`src/rtl/opp_state_decoder_if.sv`:
```
// ----------------------------------------------------------------------------
// opp_state_decoder_if
// Bundles the receive-side word strobe, the held-state valid/ready handshake,
// the decoded opponent fields and the diagnostic outputs of opp_state_decoder.
//
// Signals:
//   axiiv        word valid strobe (from receive)
//   axiid[43:0]  raw 44-bit opponent game-state word
//   state_ready  downstream accepts the held state
//   state_valid  held state pending
//   opp_x/opp_y  opponent position (11 bits each)
//   opp_dir      opponent heading in degrees (9 bits)
//   opp_game     opponent game status (3 bits)
//   opp_reset    one-cycle confirmed-reset pulse
//   link_up      opponent considered alive
//   rx_count / err_count / drop_count  saturating diagnostic counters
//
// Modports:
//   master  word source + state sink (drives axiiv/axiid/state_ready)
//   slave   the decoder itself
// ----------------------------------------------------------------------------
interface opp_state_decoder_if;
  logic        axiiv;
  logic [43:0] axiid;
  logic        state_ready;
  logic        state_valid;
  logic [10:0] opp_x;
  logic [10:0] opp_y;
  logic [8:0]  opp_dir;
  logic [2:0]  opp_game;
  logic        opp_reset;
  logic        link_up;
  logic [15:0] rx_count;
  logic [15:0] err_count;
  logic [15:0] drop_count;

  modport master (
    output axiiv, axiid, state_ready,
    input  state_valid, opp_x, opp_y, opp_dir, opp_game,
    input  opp_reset, link_up, rx_count, err_count, drop_count
  );

  modport slave (
    input  axiiv, axiid, state_ready,
    output state_valid, opp_x, opp_y, opp_dir, opp_game,
    output opp_reset, link_up, rx_count, err_count, drop_count
  );
endinterface

```
`src/rtl/opp_state_decoder.sv`:
```
// ----------------------------------------------------------------------------
// opp_state_decoder
// Receive-side decoder for the 44-bit opponent game-state word on the RMII
// link (eth_refclk domain). Validates each word, holds the last good state
// behind a valid/ready handshake, converts a repeated reset flag into a single
// confirmed reset pulse, tracks link liveness and keeps saturating counters.
//
// Word layout: [43:33] x, [32] rsvd, [31:21] y, [20] rsvd, [19:11] dir,
//              [10:8] rsvd, [7:5] game, [4] rsvd, [3] reset, [2:0] rsvd.
//
// Parameters:
//   TIMEOUT_CYCLES  idle cycles after the last accepted word before link_up
//                   drops (>= 1)
//   RST_CONFIRM     consecutive accepted reset-flag words needed to fire
//                   opp_reset (1..15)
//
// Ports:
//   eth_clk  50 MHz Ethernet reference clock
//   eth_rst  asynchronous active-high reset
//   bus      opp_state_decoder_if.slave (word in, held state + diagnostics out)
//
// Build option:
//   OPP_DECODER_DEDUP_EN  when defined, an accepted word whose x/y/dir/game
//                         equal the last loaded values does not reload the
//                         holding register or raise state_valid; it still
//                         counts, refreshes liveness and advances the reset run.
// ----------------------------------------------------------------------------
module opp_state_decoder #(
  parameter int unsigned TIMEOUT_CYCLES = 5_000_000,
  parameter int unsigned RST_CONFIRM    = 3
) (
  input  logic               eth_clk,
  input  logic               eth_rst,
  opp_state_decoder_if.slave bus
);

  localparam int unsigned         IDLE_W     = $clog2(TIMEOUT_CYCLES + 1);
  localparam logic [IDLE_W-1:0]   IDLE_MAX   = IDLE_W'(TIMEOUT_CYCLES);
  localparam logic [3:0]          RUN_TARGET = 4'(RST_CONFIRM);

  // Reset-flag run tracking: ARMED counts consecutive reset words, LOCKED
  // holds after the pulse until a reset-clear word re-arms it.
  typedef enum logic {
    RUN_ARMED,
    RUN_LOCKED
  } run_state_t;

  // --------------------------------------------------------------------------
  // Field extraction and validation
  // --------------------------------------------------------------------------
  logic [10:0] w_x;
  logic [10:0] w_y;
  logic [8:0]  w_dir;
  logic [2:0]  w_game;
  logic        w_rst_flag;
  logic [8:0]  w_rsv;
  logic        w_word_ok;
  logic        w_accept;
  logic        w_reject;
  logic        w_load;
  logic        w_xfer;
  logic        w_fire;
  logic [IDLE_W-1:0] w_idle_next;

  // Registered state
  logic [10:0] r_x;
  logic [10:0] r_y;
  logic [8:0]  r_dir;
  logic [2:0]  r_game;
  logic        r_state_valid;
  logic        r_opp_reset;
  logic        r_link_up;
  logic [15:0] r_rx;
  logic [15:0] r_err;
  logic [15:0] r_drop;
  logic [3:0]  r_run;
  run_state_t  r_run_st;
  logic [IDLE_W-1:0] r_idle;

  always_comb begin
    w_x        = bus.axiid[43:33];
    w_y        = bus.axiid[31:21];
    w_dir      = bus.axiid[19:11];
    w_game     = bus.axiid[7:5];
    w_rst_flag = bus.axiid[3];
    w_rsv      = {bus.axiid[32], bus.axiid[20], bus.axiid[10:8],
                  bus.axiid[4], bus.axiid[2:0]};
    w_word_ok  = (bus.axiid != '0) && (w_dir <= 9'd359) && (w_rsv == '0);
    w_accept   = bus.axiiv && w_word_ok;
    w_reject   = bus.axiiv && !w_word_ok;
  end

  // --------------------------------------------------------------------------
  // Load decision (optionally suppressing unchanged states)
  // --------------------------------------------------------------------------
`ifdef OPP_DECODER_DEDUP_EN
  // r_has_loaded keeps a legitimately all-zero-field word after reset from
  // being mistaken for a duplicate of the cleared register.
  logic r_has_loaded;
  logic w_dup;

  always_comb begin
    w_dup  = r_has_loaded && ({w_x, w_y, w_dir, w_game} == {r_x, r_y, r_dir, r_game});
    w_load = w_accept && !w_dup;
  end

  always_ff @(posedge eth_clk or posedge eth_rst) begin
    if (eth_rst) begin
      r_has_loaded <= 1'b0;
    end else if (w_load) begin
      r_has_loaded <= 1'b1;
    end
  end
`else
  always_comb begin
    w_load = w_accept;
  end
`endif

  // --------------------------------------------------------------------------
  // Handshake, reset-run and idle next-state helpers
  // --------------------------------------------------------------------------
  always_comb begin
    w_xfer = r_state_valid && bus.state_ready;

    // Fire only from ARMED; the run counter never exceeds RUN_TARGET there,
    // so the 4-bit increment cannot wrap before the compare.
    w_fire = w_accept && w_rst_flag && (r_run_st == RUN_ARMED) &&
             ((r_run + 4'd1) == RUN_TARGET);

    w_idle_next = r_idle;
    if (r_idle != IDLE_MAX) begin
      w_idle_next = r_idle + IDLE_W'(1);
    end
  end

  // --------------------------------------------------------------------------
  // Sequential state
  // --------------------------------------------------------------------------
  always_ff @(posedge eth_clk or posedge eth_rst) begin
    if (eth_rst) begin
      r_x           <= '0;
      r_y           <= '0;
      r_dir         <= '0;
      r_game        <= '0;
      r_state_valid <= 1'b0;
      r_opp_reset   <= 1'b0;
      r_link_up     <= 1'b0;
      r_rx          <= '0;
      r_err         <= '0;
      r_drop        <= '0;
      r_run         <= '0;
      r_run_st      <= RUN_ARMED;
      r_idle        <= '0;
    end else begin
      r_opp_reset <= w_fire;

      if (w_reject && (r_err != '1)) begin
        r_err <= r_err + 16'd1;
      end

      if (w_accept) begin
        if (r_rx != '1) begin
          r_rx <= r_rx + 16'd1;
        end
        r_idle    <= '0;
        r_link_up <= 1'b1;

        if (w_rst_flag) begin
          if (r_run_st == RUN_ARMED) begin
            r_run <= r_run + 4'd1;
            if (w_fire) begin
              r_run_st <= RUN_LOCKED;
            end
          end
        end else begin
          r_run    <= '0;
          r_run_st <= RUN_ARMED;
        end
      end else begin
        r_idle <= w_idle_next;
        // Drops on the edge where the idle count lands on the limit; an
        // accepted word on that edge takes the branch above and keeps it up.
        if (w_idle_next == IDLE_MAX) begin
          r_link_up <= 1'b0;
        end
      end

      // A load on the handshake edge wins: valid stays high and the old
      // state counts as delivered, not dropped.
      if (w_load) begin
        r_x           <= w_x;
        r_y           <= w_y;
        r_dir         <= w_dir;
        r_game        <= w_game;
        r_state_valid <= 1'b1;
        if (r_state_valid && !bus.state_ready && (r_drop != '1)) begin
          r_drop <= r_drop + 16'd1;
        end
      end else if (w_xfer) begin
        r_state_valid <= 1'b0;
      end
    end
  end

  // --------------------------------------------------------------------------
  // Outputs (all registered)
  // --------------------------------------------------------------------------
  assign bus.state_valid = r_state_valid;
  assign bus.opp_x       = r_x;
  assign bus.opp_y       = r_y;
  assign bus.opp_dir     = r_dir;
  assign bus.opp_game    = r_game;
  assign bus.opp_reset   = r_opp_reset;
  assign bus.link_up     = r_link_up;
  assign bus.rx_count    = r_rx;
  assign bus.err_count   = r_err;
  assign bus.drop_count  = r_drop;

endmodule
```
`src/flat_wrapper.sv`:
```
// flat-port wrapper written by rule: the top's interface ports become plain ports
module opp_state_decoder_flat 
#(
  parameter int unsigned TIMEOUT_CYCLES = 5_000_000,
  parameter int unsigned RST_CONFIRM    = 3
)
  (eth_clk, eth_rst, bus_axiiv, bus_axiid, bus_state_ready, bus_state_valid, bus_opp_x, bus_opp_y, bus_opp_dir, bus_opp_game, bus_opp_reset, bus_link_up, bus_rx_count, bus_err_count, bus_drop_count);
  opp_state_decoder_if bus_i ();
  input  logic eth_clk;
  input  logic eth_rst;
  input wire logic [$bits(bus_i.axiiv)-1:0] bus_axiiv;
  input wire logic [$bits(bus_i.axiid)-1:0] bus_axiid;
  input wire logic [$bits(bus_i.state_ready)-1:0] bus_state_ready;
  output wire logic [$bits(bus_i.state_valid)-1:0] bus_state_valid;
  output wire logic [$bits(bus_i.opp_x)-1:0] bus_opp_x;
  output wire logic [$bits(bus_i.opp_y)-1:0] bus_opp_y;
  output wire logic [$bits(bus_i.opp_dir)-1:0] bus_opp_dir;
  output wire logic [$bits(bus_i.opp_game)-1:0] bus_opp_game;
  output wire logic [$bits(bus_i.opp_reset)-1:0] bus_opp_reset;
  output wire logic [$bits(bus_i.link_up)-1:0] bus_link_up;
  output wire logic [$bits(bus_i.rx_count)-1:0] bus_rx_count;
  output wire logic [$bits(bus_i.err_count)-1:0] bus_err_count;
  output wire logic [$bits(bus_i.drop_count)-1:0] bus_drop_count;
  assign bus_i.axiiv = bus_axiiv;
  assign bus_i.axiid = bus_axiid;
  assign bus_i.state_ready = bus_state_ready;
  assign bus_state_valid = bus_i.state_valid;
  assign bus_opp_x = bus_i.opp_x;
  assign bus_opp_y = bus_i.opp_y;
  assign bus_opp_dir = bus_i.opp_dir;
  assign bus_opp_game = bus_i.opp_game;
  assign bus_opp_reset = bus_i.opp_reset;
  assign bus_link_up = bus_i.link_up;
  assign bus_rx_count = bus_i.rx_count;
  assign bus_err_count = bus_i.err_count;
  assign bus_drop_count = bus_i.drop_count;
  opp_state_decoder #(.TIMEOUT_CYCLES(TIMEOUT_CYCLES), .RST_CONFIRM(RST_CONFIRM)) u_core (.eth_clk(eth_clk), .eth_rst(eth_rst), .bus(bus_i));
endmodule
```
`config.mk`:
```
export PLATFORM = sky130hd
export DESIGN_NAME = opp_state_decoder_flat
export DESIGN_NICKNAME = d
export VERILOG_FILES = /design/src/rtl/opp_state_decoder_if.sv /design/src/rtl/opp_state_decoder.sv /design/src/flat_wrapper.sv
export SDC_FILE = /design/constraint.sdc
export NUM_CORES = 1
export LEC_CHECK = 0
export CAP_MARGIN = 10
export CORE_ASPECT_RATIO = 0.6
export CORE_UTILIZATION = 50
export DETAILED_ROUTE_END_ITERATION = 7
export DONT_BUFFER_PORTS = 1
export PLACE_DENSITY = 0.65
export SLEW_MARGIN = 30
export SYNTH_ARGS = -nofsm -noshare
export SYNTH_HDL_FRONTEND = slang
export SYNTH_SLANG_ARGS = --single-unit
```
`constraint.sdc`:
```
create_clock -name eth_clk -period 3.4 [get_ports eth_clk]
set_input_delay 0.51 -clock eth_clk [delete_from_list [all_inputs] [get_ports eth_clk]]
set_output_delay 0.51 -clock eth_clk [all_outputs]
set_load 0.02 [all_outputs]
```
* Yosys cells after proc, flatten, opt, wreduce, memory -nomap -nowiden
Cells that the tools add are included.
** Cells by class
- $add $sub $neg :: 5
- $mul :: 0
- Div/mod/pow operators :: 0
- Order comparisons :: 1
- Equal/unequal tests :: 7
- Shift-type cells :: 0
- Multiplexer cells :: 11
- Bitwise gates (word level) :: 1
- Reductions and logical operators :: 20
** Operators with widths (number)
- $add 16x1->16 const B :: 3
- $ne 16x16->1 const B :: 3
- $mux 23 :: 2
- $reduce_bool 44->1 :: 1
- $add 23x1->23 const B :: 1
- $eq 23x23->1 const B :: 1
- $ne 23x23->1 const B :: 1
- $logic_and 1x1->1 :: 11
- $le 9x9->1 const B :: 1
- $logic_not 9->1 :: 1
- $mux 4 :: 2
- $mux 1 :: 7
- $reduce_and 2->1 :: 3
- $add 4x1->4 const B :: 1
- $eq 4x2->1 const B :: 1
- $reduce_bool 2->1 :: 2
- $logic_not 1->1 :: 2
- $ne 2x2->1 const B :: 1
- $not 1->1 :: 1
** Word-level totals
- Bits in registers :: 113
- Bits in latches :: 0
- RAM bits :: 0
- ROM bits :: 0
- Memories kept :: 0

* Logic depth before layout (Yosys ltp)
- Depth in word-level cells :: 10
- Gate-level depth with buffers :: 9
- Mapped depth without buffers :: 8

* Worst setup path before layout
Ideal clock, no wire load.
- Kind :: input-to-reg
- From :: input port bus_axiid[28]
- To :: register u_core.r_rx[1], in the netlist u_core.bus.rx_count[1]
- Arrival time :: 2.057 ns
- Path slack :: 1.216 ns
- Stages on the path :: 7
- Path buffers :: 1
- Cells stage by stage :: nor4_1 nand4_1 or3_1 and3_1 buf_2 o31ai_4 mux2_1
** Between the ends
- Word-level cells in the longest chain between the ends :: 5
** RTL lines
- start: declaration :: RTL line flat_wrapper.sv:12 : input wire logic [$bits(bus_i.axiid)-1:0] bus_axiid;
- $reduce_bool 44->1 :: RTL line opp_state_decoder.sv:88 : w_word_ok = (bus.axiid != '0) && (w_dir <= 9'd359) && (w_rsv == '0);
- $logic_and 1x1->1 (2 in a row) :: RTL line opp_state_decoder.sv:88
- $logic_and 1x1->1 :: RTL line opp_state_decoder.sv:89 : w_accept = bus.axiiv && w_word_ok;
- $reduce_and 2->1 (no line)
- end signal: assignment :: RTL line opp_state_decoder.sv:164 : r_rx <= r_rx + 16'd1;
- end: declaration :: RTL line opp_state_decoder.sv:73 : logic [15:0] r_rx;
Every way passes these cells.
A chain may end at the register's enable or synchronous reset.

* Worst setup path after layout
- From :: register u_core.r_idle[1]
- To :: register u_core.r_link_up, in the netlist u_core.bus.link_up
** Between the ends
- Word-level cells in the longest chain between the ends :: 4
- Elaborated cells between the ends (all ways) :: 5
- Classes of those cells :: 1 x add/sub; 2 x eq/ne; 1 x mux; 1 x reduce/logical
** RTL lines
- start: declaration :: RTL line opp_state_decoder.sv:78 : logic [IDLE_W-1:0] r_idle;
- start signal: assignment :: RTL line opp_state_decoder.sv:181 : r_idle <= w_idle_next;
- $add 23x1->23 / $ne 23x23->1 (equally long branches) :: RTL line opp_state_decoder.sv:133, opp_state_decoder.sv:132
- $mux 23 (*) :: RTL line opp_state_decoder.sv:132 : if (r_idle != IDLE_MAX) begin
- $eq 23x23->1 (*) :: RTL line opp_state_decoder.sv:184 : if (w_idle_next == IDLE_MAX) begin
- $reduce_bool 2->1 (no line) (*)
- end signal: assignment :: RTL line opp_state_decoder.sv:148 : r_link_up <= 1'b0;
- end signal: assignment :: RTL line opp_state_decoder.sv:167 : r_link_up <= 1'b1;
- end signal: assignment :: RTL line opp_state_decoder.sv:185 : r_link_up <= 1'b0;
- end: declaration :: RTL line opp_state_decoder.sv:72 : logic r_link_up;
Mark *: on every way between the ends. The rest lies on a longest branch, timed or not.

==> flow_summary.ini <==
[final_layout]
layout_commonest_cell = nand2_1
layout.nets = 643
n_antenna_cell = 0
layout_common_cells = nand2_1 (133), dfrtp_1 (113), nor2_1 (56)
design_area_sq_mm = 0.00629
fill_cells = 915
drive_above_1_share_pct = 8.82
syn_to_final_growth_pct = 13.6

[placement]
port_buffers = 0
gp_congestion = 0.793
place_area_sq_mm = 0.00570
dp_hpwl_um = 9110

[clock_network]
clkTransAtPathRegs_ns = 0.05
h-tree-depth = 4
cts-root-buf = clkbuf_16
ctsHoldBuffers = 0
cts_tree = yes
cts_setup_buffers = 0
cts.sinks = 113
numCtsBuffers = 17
cts_resized = 0
cts_max_path_buffers = 2
clock_latency_ns = 0.40

[sta]
min_period_ns = 2.67
hold_violations = 0
relSlewSlack_pct = 59.6
tightest_slew_ns = 0.605
final.setup_skew_ns = 0.00639
rsz0062_at_grt = false
min_period_over_period_pct = 78.7
fin_tns_setup_ns = 0
setup_viol = 0
slew_violations = 0
max_freq_mhz = 374

[power_and_ir_drop]
p_seq_share_pct = 45.1
p_sw_share_pct = 25.7
p_clk_share_pct = 48.1
power.internal_mw = 2.71
ir_drop_mv = 0.399
p_sw_mw = 0.935
p_leak_nw = 3.04
comb_power_share_pct = 6.8
cellPowerDensity_mw_per_mm2 = 579

[yosys]
synth_cell_types = 51
netlist_instances = 578
synth_seq_cells = 113
synth_edf_count = 0
syn_area_sq_mm = 0.00554
syn_avg_cell_area_sq_um = 9.58
synthFlopType = dfrtp_1
yosysSeqAreaShare_pct = 51.1
yosysWarningCount = 0
synth_fp_nets = 633
synthArstFlopShare_pct = 100

[drt]
viasPerCell = 5.69
firstDrtPassIters = 4
drt_iter0_drc = 242
wire_per_inst_um = 16.9
routed_wl_um = 12500
drc = 0
ant_nets = 0
vias = 4208

[global_route]
first_global_vias = 4069
grt_overflow_total = 0
track_usage_pct = 23.2
antenna_found_initial = 0
grt_max_degree = 41
grt_pass1_wl_um = 20300

[run]
drv_cap = 0

[floorplan]
num_rows = 29
dieArea_sq_mm = 0.0115
core_area_sq_mm = 0.0107
die_width_um = 138
initial_utilization_pct = 51.9
pin_count = 133
fp.dieH_um = 83.5

[worst_setup_path]
worst-path-max-fanout = 10
worstPathArrival_ns = 2.91
critical_path.endpoint_type = flip-flop
criticalPathCategory = reg2reg
cp.required_ns = 3.64
cp-start-kind = flip-flop

[worst_hold_path]
hold_class = in2async

[status]
status = finished, final reports clean
## routing by layer
metal | share of wire, % | global-route usage [%] | routed length, um | vias up
li1 | - | - | - | 1991
met2 | 43 | 32.7 | 5340 | 165
met4 | 0.95 | 7.81 | 119 | 0
met3 | 8.5 | 8.14 | 1070 | 9
met1 | 48 | 33.1 | 5960 | 2043
met5 | 0 | 0 | 0 | -
## worst max-delay path: stages (launching register included)
cell and delay, ns:
dfrtp_1 0.45, ha_1 0.45, nand2_1 0.32, nor4_1 0.32, xnor2_1 0.14, nor3b_1 0.39
nor4b_2 0.29, a41oi_1 0.16
## flip-flops by register name, summed over array words and instances, names as in the netlist
signal and count:
u_core.bus.drop_count 16, u_core.bus.err_count 16, u_core.bus.link_up 1, u_core.bus.opp_dir 9, u_core.bus.opp_game 3, u_core.bus.opp_reset 1
u_core.bus.opp_x 11, u_core.bus.opp_y 11, u_core.bus.rx_count 16, u_core.bus.state_valid 1, u_core.r_idle 23, u_core.r_run 4
u_core.r_run_st 1
## power by group through the flow
stage	clock, mW	combinational [mW]	sequential (mW)
after CTS	1.80	0.251	1.64
after global placement	0	0.237	1.66
after detailed placement	0	0.247	1.66
after global routing	1.85	0.283	1.66
after floorplan	0	0.225	1.60
final	1.75	0.247	1.64
## area by class of cell
| type | instances | area [sq um] | share of cell area [%] |
|---|---|---|---|
| Clock buffer | 21 | 450 | 7.16 |
| Clock inverter | 11 | 138 | 2.19 |
| Inverter | 13 | 52.6 | 0.836 |
| Multi-Input combinational cell | 435 | 2590 | 41.1 |
| Sequential cell | 113 | 2830 | 45.0 |
| Tap cell | 139 | 174 | 2.77 |
| Timing Repair Buffer | 8 | 60.1 | 0.955 |
## kinds of logic (layout without fill, tap and decap cells)
| logic type | count (synthesis) | count (layout) | synth area share (%) |
|---|---|---|---|
| XOR/XNOR | 67 | 67 | 10.6 |
| AO/OA/AOI/OAI | 28 | 28 | 3.57 |
| AND/OR/NAND/NOR | 324 | 324 | 29.2 |
| flip-flops | 113 | 113 | 51.1 |
| multiplexers | 9 | 9 | 1.72 |
| adder cells (fa/ha/maj) | 7 | 7 | 1.58 |
| buffers and inverters | 30 | 53 | 2.24 |
## cell usage after synthesis, types with 2 or more instances
cell,instances,area share [%]
dfrtp_1,113,51
a21oi_1,2,0.18
and4_1,9,1.4
a22oi_1,2,0.27
and3_1,17,1.9
nand4b_1,2,0.32
xnor2_1,33,5.2
nor4b_4,2,0.86
buf_2,8,0.72
nand2_1,133,9.0
or3_4,2,0.41
nor3_1,15,1.4
o22ai_1,2,0.23
nor2_1,56,3.8
clkbuf_1,8,0.54
o21ai_0,8,0.72
nor3b_1,3,0.41
mux2i_1,5,0.90
nand3_1,28,2.5
ha_1,7,1.6
and2_1,7,0.79
nor2b_1,3,0.34
nand4_1,22,2.5
or3_1,2,0.23
a31oi_1,4,0.45
nand2b_1,4,0.45
xor2_1,34,5.4
mux2_2,3,0.61
nor4_1,10,1.1
inv_1,13,0.88
## path summary, 6_finish.rpt
kind / from / to / slack [ns] / cells after the start
max: u_core.r_idle[1]$_DFF_PP0_ / u_core.bus.link_up$_DFFE_PP0P_ / 0.73 / 7
min: eth_rst / u_core.bus.drop_count[14]$_DFFE_PP0P_ / 0.04 / 1
max reg2reg: u_core.r_idle[1]$_DFF_PP0_ / u_core.bus.link_up$_DFFE_PP0P_ / 0.73 / 7
min reg2reg: u_core.r_run[3]$_DFFE_PP0P_ / u_core.r_run[3]$_DFFE_PP0P_ / 0.55 / 1
max in group asynchronous: eth_rst / u_core.bus.rx_count[11]$_DFFE_PP0P_ / 2.43 / 3
min in group eth_clk: bus_axiid[16] / u_core.bus.opp_dir[5]$_DFFE_PP0N_ / 0.21 / 2
## stage by stage
stage | hold slack [ns] | setup WS, ns | cells | util [%] | power [mW]
floorplan | 0.497 | 1.22 | 578 | - | 1.83
detailed placement | 0.480 | 0.680 | 708 | 53.4 | 1.91
finish | 0.0442 | 0.725 | 740 | 58.9 | 3.64
global route | 0.0790 | 0.557 | 740 | 58.9 | 3.80
global placement | 0.485 | 0.722 | 708 | 53.4 | 1.89
CTS | 0.0474 | 0.794 | 740 | 58.9 | 3.69
No activity file was read; power rests on OpenSTA's default activity.
